[config.mk]
export PLATFORM = sky130hd
export DESIGN_NAME = stopwatch_lcd_formatter
export DESIGN_NICKNAME = d
export VERILOG_FILES = /design/src/rtl/sw_lcd_pkg.sv /design/src/rtl/bcd_time_to_ascii.sv /design/src/rtl/stopwatch_lcd_formatter.sv
export SDC_FILE = /design/constraint.sdc
export NUM_CORES = 1
export LEC_CHECK = 0
export BUFFER_PORTS_ARGS = -buffer_cell sky130_fd_sc_hd__buf_2
export CORE_ASPECT_RATIO = 0.8
export CORE_MARGIN = 2
export CORE_UTILIZATION = 30
export DETAILED_ROUTE_END_ITERATION = 8
export GPL_ROUTABILITY_DRIVEN = 0
export GPL_TIMING_DRIVEN = 1
export PLACE_DENSITY = 0.45
export SYNTH_ARGS = -nofsm -noshare
export SYNTH_HDL_FRONTEND = slang
export SYNTH_HIERARCHICAL = 1
export SYNTH_SLANG_ARGS = --single-unit
[constraint.sdc]
create_clock -name clk_1k -period 4.95 [get_ports clk_1k]
set_input_delay 0.99 -clock clk_1k [delete_from_list [all_inputs] [get_ports clk_1k]]
set_output_delay 0.99 -clock clk_1k [all_outputs]
set_load 0.02 [all_outputs]
[src/rtl/sw_lcd_pkg.sv]
// Shared encodings, ASCII constants and label table for the stopwatch LCD formatter.
package sw_lcd_pkg;

  typedef enum logic [1:0] {
    ModeRun  = 2'd0,
    ModeLap  = 2'd1,
    ModeStat = 2'd2,
    ModeRsvd = 2'd3
  } lcd_mode_e;

  typedef enum logic [1:0] {
    StIdle,
    StLoad,
    StSend,
    StDone
  } fmt_state_e;

  localparam logic [7:0] AsciiSpace = 8'h20;
  localparam logic [7:0] AsciiColon = 8'h3A;
  localparam logic [7:0] AsciiDot   = 8'h2E;
  localparam logic [7:0] AsciiDash  = 8'h2D;
  localparam logic [7:0] AsciiQmark = 8'h3F;
  localparam logic [7:0] AsciiZero  = 8'h30;

  localparam logic [31:0] LblCur  = "CUR ";
  localparam logic [31:0] LblLap  = "LAP ";
  localparam logic [31:0] LblInt  = "INT ";
  localparam logic [31:0] LblBest = "BEST";
  localparam logic [31:0] LblAvg  = "AVG ";

  // Reserved mode renders exactly like RUN.
  function automatic logic [7:0] label_char(lcd_mode_e mode, logic row, logic [1:0] pos);
    logic [31:0] lbl;
    case (mode)
      ModeLap:  lbl = row ? LblInt : LblLap;
      ModeStat: lbl = row ? LblAvg : LblBest;
      default:  lbl = row ? LblLap : LblCur;
    endcase
    case (pos)
      2'd0:    return lbl[31:24];
      2'd1:    return lbl[23:16];
      2'd2:    return lbl[15:8];
      default: return lbl[7:0];
    endcase
  endfunction

  // Non-decimal nibbles show as '?' so corrupt counters are visible on the glass.
  function automatic logic [7:0] digit_char(logic [3:0] d, logic valid);
    if (!valid) return AsciiDash;
    if (d <= 4'd9) return AsciiZero + {4'h0, d};
    return AsciiQmark;
  endfunction

endpackage

[src/rtl/bcd_time_to_ascii.sv]
// Renders a packed BCD time {mt,mo,st,so,ct,co} as the 8 characters "MM:SS.CC".
module bcd_time_to_ascii
  import sw_lcd_pkg::*;
(
  input  logic [23:0] bcd,
  input  logic        valid,
  output logic [7:0]  text [8]
);

  // Fixed separators, digits dashed out when the time is not valid.
  always_comb begin
    text[0] = digit_char(bcd[23:20], valid);
    text[1] = digit_char(bcd[19:16], valid);
    text[2] = AsciiColon;
    text[3] = digit_char(bcd[15:12], valid);
    text[4] = digit_char(bcd[11:8], valid);
    text[5] = AsciiDot;
    text[6] = digit_char(bcd[7:4], valid);
    text[7] = digit_char(bcd[3:0], valid);
  end

endmodule

[src/rtl/stopwatch_lcd_formatter.sv]
// Snapshots the selected stopwatch times on request and streams a 2x16 ASCII frame,
// one character per valid/ready transfer.
module stopwatch_lcd_formatter
  import sw_lcd_pkg::*;
#(
  parameter int unsigned COLS = 16,
  parameter int unsigned ROWS = 2
) (
  input  logic        clk_1k,
  input  logic        rst_n,
  input  logic        stopwatch_sw,
  input  logic [1:0]  sw_lcd_mode,
  input  logic        sw_update_toggle,
  input  logic        lap_valid,
  input  logic [23:0] cur_bcd,
  input  logic [23:0] lap_bcd,
  input  logic [23:0] int_bcd,
  input  logic [23:0] best_bcd,
  input  logic [23:0] avg_bcd,
  input  logic        char_ready,
  output logic        char_valid,
  output logic [7:0]  char_data,
  output logic        char_row,
  output logic [3:0]  char_col,
  output logic        busy,
  output logic        frame_done
);

  localparam logic [4:0] LastIdx = 5'(COLS * ROWS - 1);

  fmt_state_e  state_q, state_d;
  logic [4:0]  idx_q, idx_d;
  logic        toggle_q, sw_q, pending_q, pending_d;
  logic        valid_d, busy_d, done_d, row_d;
  logic [7:0]  data_d;
  logic [3:0]  col_d;

  lcd_mode_e   snap_mode_q;
  logic        snap_lv_q;
  logic [23:0] snap_cur_q, snap_lap_q, snap_int_q, snap_best_q, snap_avg_q;

  lcd_mode_e   src_mode;
  logic        src_lv, load, req, xfer;
  logic [23:0] src_cur, src_lap, src_int, src_best, src_avg;
  logic [23:0] time0, time1;
  logic        tv0, tv1;
  logic [7:0]  text0 [8];
  logic [7:0]  text1 [8];
  logic [4:0]  nidx;
  logic        nrow;
  logic [3:0]  ncol;
  logic [2:0]  tpos;
  logic [7:0]  ch;

  assign load = (state_q == StLoad);
  assign req  = stopwatch_sw & ((sw_update_toggle != toggle_q) | ~sw_q);
  assign xfer = char_valid & char_ready;

  // In LOAD the first char is built from the live inputs being captured, afterwards from the snapshot.
  always_comb begin
    src_mode = load ? lcd_mode_e'(sw_lcd_mode) : snap_mode_q;
    src_lv   = load ? lap_valid : snap_lv_q;
    src_cur  = load ? cur_bcd   : snap_cur_q;
    src_lap  = load ? lap_bcd   : snap_lap_q;
    src_int  = load ? int_bcd   : snap_int_q;
    src_best = load ? best_bcd  : snap_best_q;
    src_avg  = load ? avg_bcd   : snap_avg_q;
  end

  // Pick the time shown on each row for the selected mode.
  always_comb begin
    case (src_mode)
      ModeLap: begin
        time0 = src_lap;  tv0 = src_lv;
        time1 = src_int;  tv1 = src_lv;
      end
      ModeStat: begin
        time0 = src_best; tv0 = src_lv;
        time1 = src_avg;  tv1 = src_lv;
      end
      default: begin
        time0 = src_cur;  tv0 = 1'b1;
        time1 = src_lap;  tv1 = src_lv;
      end
    endcase
  end

  bcd_time_to_ascii u_row0_time (
    .bcd   (time0),
    .valid (tv0),
    .text  (text0)
  );

  bcd_time_to_ascii u_row1_time (
    .bcd   (time1),
    .valid (tv1),
    .text  (text1)
  );

  // Character for the index about to be presented: label, gap, time, gap.
  always_comb begin
    nidx = load ? 5'd0 : idx_q + 5'd1;
    nrow = nidx[4];
    ncol = nidx[3:0];
    tpos = 3'(ncol - 4'd6);
    if (ncol < 4'd4) begin
      ch = label_char(src_mode, nrow, ncol[1:0]);
    end else if (ncol >= 4'd6 && ncol <= 4'd13) begin
      ch = nrow ? text1[tpos] : text0[tpos];
    end else begin
      ch = AsciiSpace;
    end
  end

  // Frame sequencing; all outputs are registered from these next-state values.
  always_comb begin
    state_d   = state_q;
    idx_d     = idx_q;
    pending_d = pending_q;
    valid_d   = 1'b0;
    busy_d    = 1'b0;
    done_d    = 1'b0;
    data_d    = char_data;
    row_d     = char_row;
    col_d     = char_col;
    if (req && state_q != StIdle) pending_d = 1'b1;
    case (state_q)
      StIdle: begin
        if (req) begin
          state_d = StLoad;
          busy_d  = 1'b1;
        end
      end
      StLoad: begin
        if (!stopwatch_sw) begin
          state_d   = StIdle;
          pending_d = 1'b0;
        end else begin
          state_d = StSend;
          idx_d   = 5'd0;
          valid_d = 1'b1;
          busy_d  = 1'b1;
          data_d  = ch;
          row_d   = nrow;
          col_d   = ncol;
        end
      end
      StSend: begin
        if (!stopwatch_sw) begin
          // Never retract an offered char: finish the handshake, then drop the frame.
          if (xfer || !char_valid) begin
            state_d   = StIdle;
            pending_d = 1'b0;
          end else begin
            valid_d = 1'b1;
            busy_d  = 1'b1;
          end
        end else if (xfer) begin
          if (idx_q == LastIdx) begin
            state_d = StDone;
            done_d  = 1'b1;
          end else begin
            idx_d   = nidx;
            valid_d = 1'b1;
            busy_d  = 1'b1;
            data_d  = ch;
            row_d   = nrow;
            col_d   = ncol;
          end
        end else begin
          valid_d = 1'b1;
          busy_d  = 1'b1;
        end
      end
      StDone: begin
        pending_d = 1'b0;
        if (stopwatch_sw && (pending_q || req)) begin
          state_d = StLoad;
          busy_d  = 1'b1;
        end else begin
          state_d = StIdle;
        end
      end
      default: state_d = StIdle;
    endcase
  end

  // State, edge-detect history, snapshot and output registers.
  always_ff @(posedge clk_1k) begin
    if (!rst_n) begin
      state_q     <= StIdle;
      idx_q       <= 5'd0;
      toggle_q    <= 1'b0;
      sw_q        <= 1'b0;
      pending_q   <= 1'b0;
      char_valid  <= 1'b0;
      char_data   <= AsciiSpace;
      char_row    <= 1'b0;
      char_col    <= 4'd0;
      busy        <= 1'b0;
      frame_done  <= 1'b0;
      snap_mode_q <= ModeRun;
      snap_lv_q   <= 1'b0;
      snap_cur_q  <= 24'd0;
      snap_lap_q  <= 24'd0;
      snap_int_q  <= 24'd0;
      snap_best_q <= 24'd0;
      snap_avg_q  <= 24'd0;
    end else begin
      state_q    <= state_d;
      idx_q      <= idx_d;
      toggle_q   <= sw_update_toggle;
      sw_q       <= stopwatch_sw;
      pending_q  <= pending_d;
      char_valid <= valid_d;
      char_data  <= data_d;
      char_row   <= row_d;
      char_col   <= col_d;
      busy       <= busy_d;
      frame_done <= done_d;
      if (load) begin
        snap_mode_q <= lcd_mode_e'(sw_lcd_mode);
        snap_lv_q   <= lap_valid;
        snap_cur_q  <= cur_bcd;
        snap_lap_q  <= lap_bcd;
        snap_int_q  <= int_bcd;
        snap_best_q <= best_bcd;
        snap_avg_q  <= avg_bcd;
      end
    end
  end

endmodule

Word level (Yosys, flattened, before mapping):

Cells that the tools add are included.

* register bits: 149
* memories: 0
* ROM bits: 0
* input bits: 128
* output and inout port bits: 16
* memory bits (writable): 0
* bits in latches: 0

* div/mod/pow operators: 0
* shift operators: 0
* eq/ne operators: 17
* $mul: 0
* reductions and logical operators: 14
* order comparisons: 16
* $add $sub $neg: 14
* bitwise operators: 5
* multiplexer cells: 130

Operators with widths (count)
* two-way mux 8 bit: 49
* two-way mux 24 bit: 5
* one-hot mux 24 bit (2 select lines): 2
* adder 6 x 4 -> 7 bit, first input constant: 12
* one-hot mux 28 bit (2 select lines): 1
* less-or-equal comparator 4 bit, second input constant: 13
* binary-select mux 8 bit (select 3 bit): 2
* two-way mux 1 bit: 43
* two-way mux 28 bit: 1
* two-way mux 27 bit: 1
* two-way mux 26 bit: 1
* two-way mux 5 bit: 5
* one-hot mux 8 bit (3 select lines): 1
* two-way mux 4 bit: 4
* one-hot mux 8 bit (2 select lines): 1
* two-way mux 2 bit: 7
* inequality test 2 bit, second input constant: 5
* one-hot mux 5 bit (2 select lines): 1
* inequality test 3 bit, second input constant: 3
* == test 2 bit, second input constant: 4
* one-hot mux 2 bit (4 select lines): 1
* one-hot mux 4 bit (2 select lines): 1
* AND reduction 4 bit: 2
* == test 2 x 1 -> 1 bit, second input constant: 3
* 21 further kinds: 28

Depth between registers and ports, before layout:

Gate-level depths: netlist of the first run.

* depth in word-level cells: 19
* depth in mapped cells: 23

By module:

The synthesis of the first run kept the hierarchy.

By module, submodules not included
* stopwatch_lcd_formatter: area each 8240.4 um2, times used 1, seq. area each 2982.9 um2, cells each 921
* bcd_time_to_ascii: area each 573.0 um2, times used 2, seq. area each 0.0 um2, cells each 86

Worst setup path after synthesis of the first run:

OpenSTA, ideal clock, no wires.

* path type: register -> register
* from: register state_q[1]
* to: register char_data[2]
* buffers on the path: 8
* clock period less this slack: 4255 ps
* stages on the path, launching flop included: 21
* slack: 695 ps
* data arrival time: 4134 ps
* cell sequence: dfxtp_1 -> inv_1 -> ha_1 -> buf_4 -> buf_6 -> buf_2 -> buf_2 -> buf_4 -> mux2i_1 -> ha_1 -> clkbuf_1 -> clkinv_1 -> clkbuf_1 -> nand2_1 -> buf_4 -> nand3b_1 -> mux4_2 -> nand2b_1 -> a31oi_1 -> or3_1 -> a21oi_1

RTL lines
* from (decl): RTL line stopwatch_lcd_formatter.sv:31 `fmt_state_e state_q, state_d;`
* from (signal assigned): RTL line stopwatch_lcd_formatter.sv:191 `state_q <= StIdle;`
* from (signal assigned): RTL line stopwatch_lcd_formatter.sv:210 `state_q <= state_d;`
* to (signal assigned): RTL line stopwatch_lcd_formatter.sv:197 `char_data <= AsciiSpace;`
* to (signal assigned): RTL line stopwatch_lcd_formatter.sv:216 `char_data <= data_d;`
* to (decl): RTL line stopwatch_lcd_formatter.sv:22 `output logic [7:0] char_data,`

==> results of run 1 <==
## per-layer routing
layer,global-route usage [%],vias up
met5,0,-
met4,4.24,0
met3,3.63,25
met2,26.1,203
met1,26.8,3707
li1,-,3915
## stage by stage
| step | power (mW) | area, um2 | utilization (%) | hold slack [ps] | worst slack (ps) |
|---|---|---|---|---|---|
| floorplan | 2.62 | 9630 | - | 452 | 695 |
| global placement | 3.00 | 10000 | 32.7 | 445 | 717 |
| detailed placement | 3.01 | 10000 | 32.7 | 448 | 677 |
| CTS | 4.32 | 10600 | 34.6 | 456 | 861 |
| global route | 4.55 | 10600 | 34.6 | 480 | 338 |
| finish | 4.30 | 10600 | 34.6 | 451 | 766 |
## critical path, delay by kind of cell, from the launching register on
| family | cells | cell delay (ps) |
|---|---|---|
| compound gates | 7 | 1680 |
| fa+ha+maj | 2 | 1210 |
| mux | 1 | 470 |
| flops | 1 | 320 |
| simple gates | 2 | 250 |
| buf+inv | 1 | 130 |
## worst max path at each step
stage	to	slack, ps	cells past startpoint
floorplan	char_data[2]	690	20
global placement	char_data[0]	720	12
detailed placement	char_data[0]	680	12
CTS	char_data[0]	860	12
global route	char_data[0]	340	13
finish	char_data[0]	770	13
## power breakdown
part	internal (mW)	switching [mW]	total (mW)
sequential	1.31	0.0285	1.33
combinational	0.670	0.991	1.66
clock	0.772	0.534	1.31
total	2.75	1.55	4.30
## Yosys cell counts, types with 5 or more instances
cell type | number | share of area (%)
ha_1 | 9 | 1.2
inv_1 | 11 | 0.44
a211oi_1 | 5 | 0.40
buf_2 | 23 | 1.2
o221ai_1 | 5 | 0.47
and2_1 | 98 | 6.5
a21oi_1 | 74 | 3.9
clkbuf_1 | 46 | 1.8
dfxtp_1 | 149 | 32
o22ai_1 | 23 | 1.5
nor3_1 | 9 | 0.48
nand3_1 | 10 | 0.53
o21ai_0 | 41 | 2.2
mux2i_1 | 46 | 4.9
nor2_1 | 106 | 4.2
mux2_2 | 100 | 12
a221oi_1 | 59 | 5.5
buf_4 | 93 | 7.4
o211ai_1 | 7 | 0.56
nor2b_1 | 19 | 1.3
nand2b_1 | 12 | 0.80
nand2_1 | 45 | 1.8
nand3b_1 | 26 | 2.1
## cell families after synthesis
family,Yosys count
muxes,148
AOI/OAI and AO/OA,253
and+or+nand+nor,344
adders and majority gates,10
DFF,149
buffers and inverters,181
other,4
xor gates and xnor gates,4
## placed cells by master (no fill, tap or decap), types with 4 or more instances in the layout
cell type  synthesis  final
o211ai_1           7      7
or2b_1             4      4
nand3b_1          26     26
buf_4             93     18
buf_2             23    143
and2_1            98     98
or3_1              4      4
dfxtp_1          149    149
ha_1               9      5
o31ai_1            4      4
nand2b_1          12     12
nor2_1           106    106
a21oi_1           74     74
a31oi_1            4      4
mux2i_1           46     46
inv_1             11     11
nor3_1             9      9
clkbuf_16          0     17
nand2_1           45     45
clkbuf_8           0      6
o21ai_0           41     41
o22ai_1           23     23
conb_1             4     68
o221ai_1           5      5
nand3_1           10     10
mux2_2           100    100
a221o_1            4      4
a221oi_1          59     59
a211oi_1           5      5
nor2b_1           19     19
## sequential cells by signal, indices dropped and copies added (netlist names), 2 cells and up
| register | flops |
|---|---|
| snap_best_q | 24 |
| snap_mode_q | 2 |
| idx_q | 5 |
| snap_int_q | 24 |
| char_col | 4 |
| char_data | 8 |
| snap_lap_q | 24 |
| snap_cur_q | 24 |
| state_q | 2 |
| snap_avg_q | 24 |
## final cells by class
type / instances / area, um2
fill: 3242 / 20000
multi-input combinational: 827 / 5580
sequential: 149 / 2980
timing repair buffer: 162 / 871
tap: 413 / 517
clock buffer: 25 / 515
clock inverter: 6 / 66.3
inverter: 15 / 56.3
==> results by group, run 1 <==
Worst setup path
  • Critical Path Sink Type: flip-flop
  • RR Startpoint: state_q[1]
  • R2R depth: 13
  • Worst Path Arrival: 4530 ps
  • Req. time, crit path: 5290 ps
  • CP max stage delay: 860 ps
  • Reg-to-reg endpoint: char_data[0]
  • Worst path slowest cell: ha_2
  • Critical path's most frequent cell: a211oi_1
  • Cell Chain, Critical Path: inv_1, ha_4, mux2i_1, ha_2, a221oi_1, a21oi_1, o21ai_0, nand3b_1, nor2b_1, a211oi_1, o41ai_1, a211oi_1, o32ai_1
  • Crit path kind: reg2reg
  • Crit path launch type: flip-flop
  • R2R Setup Slk: 770 ps
  • CP Max Fanout: 42
  • Crit path launch: state_q[1]

Clock tree
  • CTS root buf: clkbuf_16
  • Hold-fix buffers, CTS: 0
  • Setup repair bufs after CTS: 0
  • Post-cts resize count: 0
  • CTS Sinks: 149
  • Bufs on Longest Clock Path: 2
  • Reg clk slew, reported paths: 60 ps
  • Total CTS buffers: 17
  • Skew-Pair Late Insertion Delay: 440 ps
  • H-tree levels: 4
  • CTS tree: done

Yosys
  • Register bit total from synthesis: 149
  • Register area share after synthesis: 31.8%
  • Avg Inst Size Synth: 8.59 um2
  • Synth Cell Area: 9390 um2
  • Yosys Warn Count: 6
  • Mux share of post-synthesis cell area: 17.4%
  • Post-synth top flop: dfxtp_1
  • Fraction of registers with async set/reset: 0%
  • Mapped Cells: 1093
  • Distinct cells, synth: 67
  • Number of flops mapped to enable cells by yosys: 0
  • Post-synthesis xor/xnor area fraction: 0.373%
  • Compound-Gate Fraction of Synth Area: 18.1%
  • Main combinational cell family by area after synthesis: simple AND/OR/NAND/NOR gates
  • Post-Synth Adder-Cell Area: 1.41%
  • Simple-gate share of the synthesized area: 19.3%

Finish
  • Non-filler cells, final: 1597
  • Share of cells above drive strength 1: 25.7%
  • Inserted Diodes: 0
  • Nets@finish: 1310
  • Layout area overhead: 12.8%

Die
  • # rows: 57
  • Chip Height: 162 um
  • Die Wd: 202 um
  • DIE AREA: 32700 um2
  • IO Pins: 144
  • Core area: 30600 um2
  • Starting density of the core: 30.7%

Drt
  • Antenna Nets Post-Route: 0
  • WL met2: 12100 um
  • Top sig layer: met4
  • Met3 wire len: 1600 um
  • Drt wl/cell: 18.3 um
  • Via/cell ratio: 4.92
  • Starting DRT DRC Count: 604
  • Vias: 7850
  • Met1 wire length: 15200 um
  • DR DRC count: 0
  • Routed WL: 29200 um
  • Iteration count of the initial detailed-routing pass: 5

Placed design
  • Final HPWL from detailed placement: 21000 um
  • Cell total after placement: 1566
  • Port bufs: 143

Min path
  • Hold Crit Depth: 2
  • Endpoint with the worst hold slack: char_col[3]
  • Hold_sp: char_col[3]
  • Worst min path class: reg2reg

Power
  • Max VDD drop: 236 uV
  • Pwr/cell area: 406 nW/um2
  • Leakage: 4.31 nW

Timing
  • Worst Tran Pin Value: 931 ps
  • Clock skew: 16.4 ps
  • Max-Slew Margin vs Limit: 37.9%
  • Setup TNS: 0 ps
  • RSZ-0062 raised after global routing: false
  • Final min period: 4180 ps
  • Count of final setup violators: 0
  • Achievable Freq: 239 MHz
  • Post-route clock period utilization: 84.5%
  • Pins Over Slew Limit: 0
  • Final Hold Viols: 0

Status
  • Status: completed

Global route
  • Gr usage total: 17.9%
  • Initial antenna violation count: 0
  • Largest net degree at the start of global routing: 103
  • Gr ovfl total: 0
  • First-pass GRT wire length: 44700 um
  • Vias in the first global route: 7492

Flow run
  • Maximum Capacitance Violations: 0
No activity file was read; power rests on OpenSTA's default activity.
==> inputs of run 2 (changes only) <==
Settings changed: ABC_AREA set to 1.
Clock period 4.95 ns to 4.3 ns, I/O delays scaled along.
==> results by group, run 2 <==
Status
  • Status: completed (unchanged)

Drt
  • Starting DRT DRC Count: 504 (was 604)
  • Routed WL: 27100 um (was 29200 um)
  • Vias: 7839 (was 7850)
  • DR DRC count: 0 (unchanged)
  • Drt wl/cell: 15.9 um (was 18.3 um)
  • Via/cell ratio: 4.60 (was 4.92)
  • Iteration count of the initial detailed-routing pass: 5 (unchanged)
  • Antenna Nets Post-Route: 0 (unchanged)

Clock tree
  • Bufs on Longest Clock Path: 2 (unchanged)
  • Setup repair bufs after CTS: 0 (unchanged)
  • Hold-fix buffers, CTS: 0 (unchanged)
  • H-tree levels: 4 (unchanged)
  • Reg clk slew, reported paths: 70 ps (was 60 ps)
  • CTS root buf: clkbuf_16 (unchanged)
  • Skew-Pair Late Insertion Delay: 440 ps (about the same)
  • Total CTS buffers: 17 (unchanged)
  • Post-cts resize count: 0 (unchanged)
  • CTS tree: done (unchanged)
  • CTS Sinks: 149 (unchanged)

Yosys
  • Synth Cell Area: 8780 um2 (was 9390 um2)
  • Post-synth top flop: dfxtp_1 (unchanged)
  • Mapped Cells: 1229 (was 1093)
  • Avg Inst Size Synth: 7.15 um2 (was 8.59 um2)
  • Number of flops mapped to enable cells by yosys: 0 (unchanged)
  • Synth cell count leaders: nor2_1 (267), nand2_1 (166), dfxtp_1 (149) (was dfxtp_1 (149), nor2_1 (106), mux2_2 (100))
  • Area fraction of the dominant cell type after synthesis: 34.0% (was 31.8%)
  • Top-count cell post-synth: nor2_1 (was dfxtp_1)
  • Register bit total from synthesis: 149 (unchanged)
  • Yosys Warn Count: 6 (unchanged)
  • Distinct cells, synth: 31 (was 67)
  • Register area share after synthesis: 34.0% (was 31.8%)
  • Leading area contributor after synthesis: dfxtp_1 (unchanged)
  • Fraction of registers with async set/reset: 0% (unchanged)
  • Top area cells in the synthesized netlist: dfxtp_1 (34%), mux2i_1 (14%), nor2_1 (11%) (was dfxtp_1 (32%), mux2_2 (12%), buf_4 (7.4%))

Power
  • Max VDD drop: 285 uV (was 236 uV)
  • Sw Share: 37.1% (was 36.1%)
  • Comb pwr share: 34.8% (was 38.6%)
  • Int Power: 3.11 mW (was 2.75 mW)
  • Flop pwr share: 31.4% (was 31.0%)
  • Power share of the clock group: 33.7% (was 30.4%)
  • NetSw: 1.84 mW (was 1.55 mW)
  • Pwr/cell area: 490 nW/um2 (was 406 nW/um2)
  • Leakage: 4.36 nW (was 4.31 nW)

Timing
  • Worst Tran Pin Value: 944 ps (was 931 ps)
  • Post-route clock period utilization: 84.4% (was 84.5%)
  • Setup TNS: 0 ps (unchanged)
  • Final Hold Viols: 0 (unchanged)
  • Achievable Freq: 275 MHz (was 239 MHz)
  • Count of final setup violators: 0 (unchanged)
  • RSZ-0062 raised after global routing: false (unchanged)
  • Max-Slew Margin vs Limit: 37.1% (was 37.9%)
  • Final min period: 3630 ps (was 4180 ps)
  • Clock skew: 7.96 ps (was 16.4 ps)
  • Pins Over Slew Limit: 0 (unchanged)

Finish
  • Most frequent cells in the layout: nor2_1 (267), nand2_1 (166), dfxtp_1 (149), buf_2 (143), mux2i_1 (120) (was dfxtp_1 (149), buf_2 (143), nor2_1 (106), mux2_2 (100), and2_1 (98))
  • Share of cells above drive strength 1: 16.1% (was 25.7%)
  • Nets@finish: 1460 (was 1310)
  • Layout area overhead: 15.0% (was 12.8%)
  • Inserted Diodes: 0 (unchanged)
  • Final Core Density: 35.4% (was 34.6%)
  • Commonest non-fill, non-tap cell in the layout: nor2_1 (was dfxtp_1)

Die
  • DIE AREA: 30700 um2 (was 32700 um2)
  • Chip Height: 157 um (was 162 um)
  • # rows: 55 (was 57)
  • Die Wd: 195 um (was 202 um)
  • IO Pins: 144 (unchanged)
  • Core area: 28600 um2 (was 30600 um2)
  • Starting density of the core: 30.8% (was 30.7%)

Min path
  • Worst min path class: reg2reg (unchanged)

Global route
  • Vias in the first global route: 7442 (was 7492)
  • Largest net degree at the start of global routing: 114 (was 103)
  • Initial antenna violation count: 0 (unchanged)
  • Gr ovfl total: 0 (unchanged)
  • First-pass GRT wire length: 42800 um (was 44700 um)
  • Gr usage total: 18.0% (was 17.9%)

Worst setup path
  • Crit path launch type: flip-flop (unchanged)
  • Crit path kind: reg2reg (unchanged)
  • CP max stage delay: 610 ps (was 860 ps)
  • Critical path's most frequent cell: nand3_1 (was a211oi_1)
  • Worst path slowest cell: o21ai_0 (was ha_2)
  • Req. time, crit path: 4660 ps (was 5290 ps)
  • Cell Chain, Critical Path: inv_1, ha_4, inv_2, or2_2, o21ai_0, ha_1, inv_2, buf_12, o21ai_0, o21ai_0, nand3_1, nor2_1, nor2_1, nand3_1, nand3_1, nand3_1, a21oi_1 (was inv_1, ha_4, mux2i_1, ha_2, a221oi_1, a21oi_1, o21ai_0, nand3b_1, nor2b_1, a211oi_1, o41ai_1, a211oi_1, o32ai_1)
  • CP Max Fanout: 98 (was 42)
  • Critical Path Sink Type: flip-flop (unchanged)
  • Worst Path Arrival: 3990 ps (was 4530 ps)

Flow run
  • Maximum Capacitance Violations: 0 (unchanged)

Placed design
  • Final HPWL from detailed placement: 19400 um (was 21000 um)
  • Port bufs: 143 (unchanged)
[run 2: worst max-delay path, delay by kind of cell, from the launching register on]
kind,cells,cell delay (ps)
compound gates,4,1170
fa+ha+maj,2,700
simple gates,7,650
buf+inv,4,600
flops,1,380
[run 2: path summary, 6_finish.rpt]
kind,startpoint,to,slack (ps),cells past startpoint
worst max-delay path,state_q[1],char_data[0],670,17
worst min register to register,char_col[3],char_col[3],470,2
worst min-delay path,char_col[3],char_col[3],470,2
worst max register to register,state_q[1],char_data[0],670,17
[run 2: power groups by stage]
stage | combinational, mW | sequential, mW | clock [mW]
2_1_floorplan | 1.33 | 1.59 | 0
3_3_place_gp | 1.72 | 1.58 | 0
3_5_place_dp | 1.71 | 1.59 | 0
4_1_cts | 1.72 | 1.56 | 1.70
5_1_grt | 1.93 | 1.57 | 1.77
6_report | 1.72 | 1.55 | 1.67
[run 2: area by class of cell]
class                   instances  area (um2)
clock inverters                13         196
flip-flops and latches        149        2980
well taps                     370         463
repair buffers                161         888
clock buffers                  19         453
multi-input cells             933        4890
inverters                      60         228
fillers                      3071       18500
[run 2: logic make-up (layout without fill, tap and decap cells)]
| kind of cell | after synthesis | count (layout) | synth area share (%) |
|---|---|---|---|
| AO/OA/AOI/OAI | 204 | 204 | 12.8 |
| flip-flops | 149 | 149 | 34.0 |
| adder cells (fa/ha/maj) | 10 | 10 | 1.51 |
| AND/OR/NAND/NOR | 531 | 531 | 24.6 |
| buffers and inverters | 211 | 253 | 13.3 |
| other | 4 | 68 | 0.171 |
| multiplexers | 120 | 120 | 13.7 |
[run 2: per-stage QoR]
stage / power, mW / hold slack [ps] / instances / area, um2 / setup WS [ps]
CTS: 4.97 / 474 / 1705 / 10100 / 711
global placement: 3.30 / 453 / 1673 / 9450 / 549
global route: 5.27 / 503 / 1705 / 10100 / 266
detailed placement: 3.30 / 464 / 1673 / 9450 / 518
floorplan: 2.91 / 445 / 1293 / 9020 / 450
finish: 4.95 / 467 / 1705 / 10100 / 670
[run 2: per-layer routing]
| metal | share of wire, % | GRT usage (%) | routed length (um) |
|---|---|---|---|
| met1 | 54 | 28.0 | 14600 |
| met2 | 40 | 25.5 | 10900 |
| met3 | 5.1 | 3.32 | 1380 |
| met4 | 0.63 | 3.64 | 171 |
| met5 | 0 | 0 | 0 |
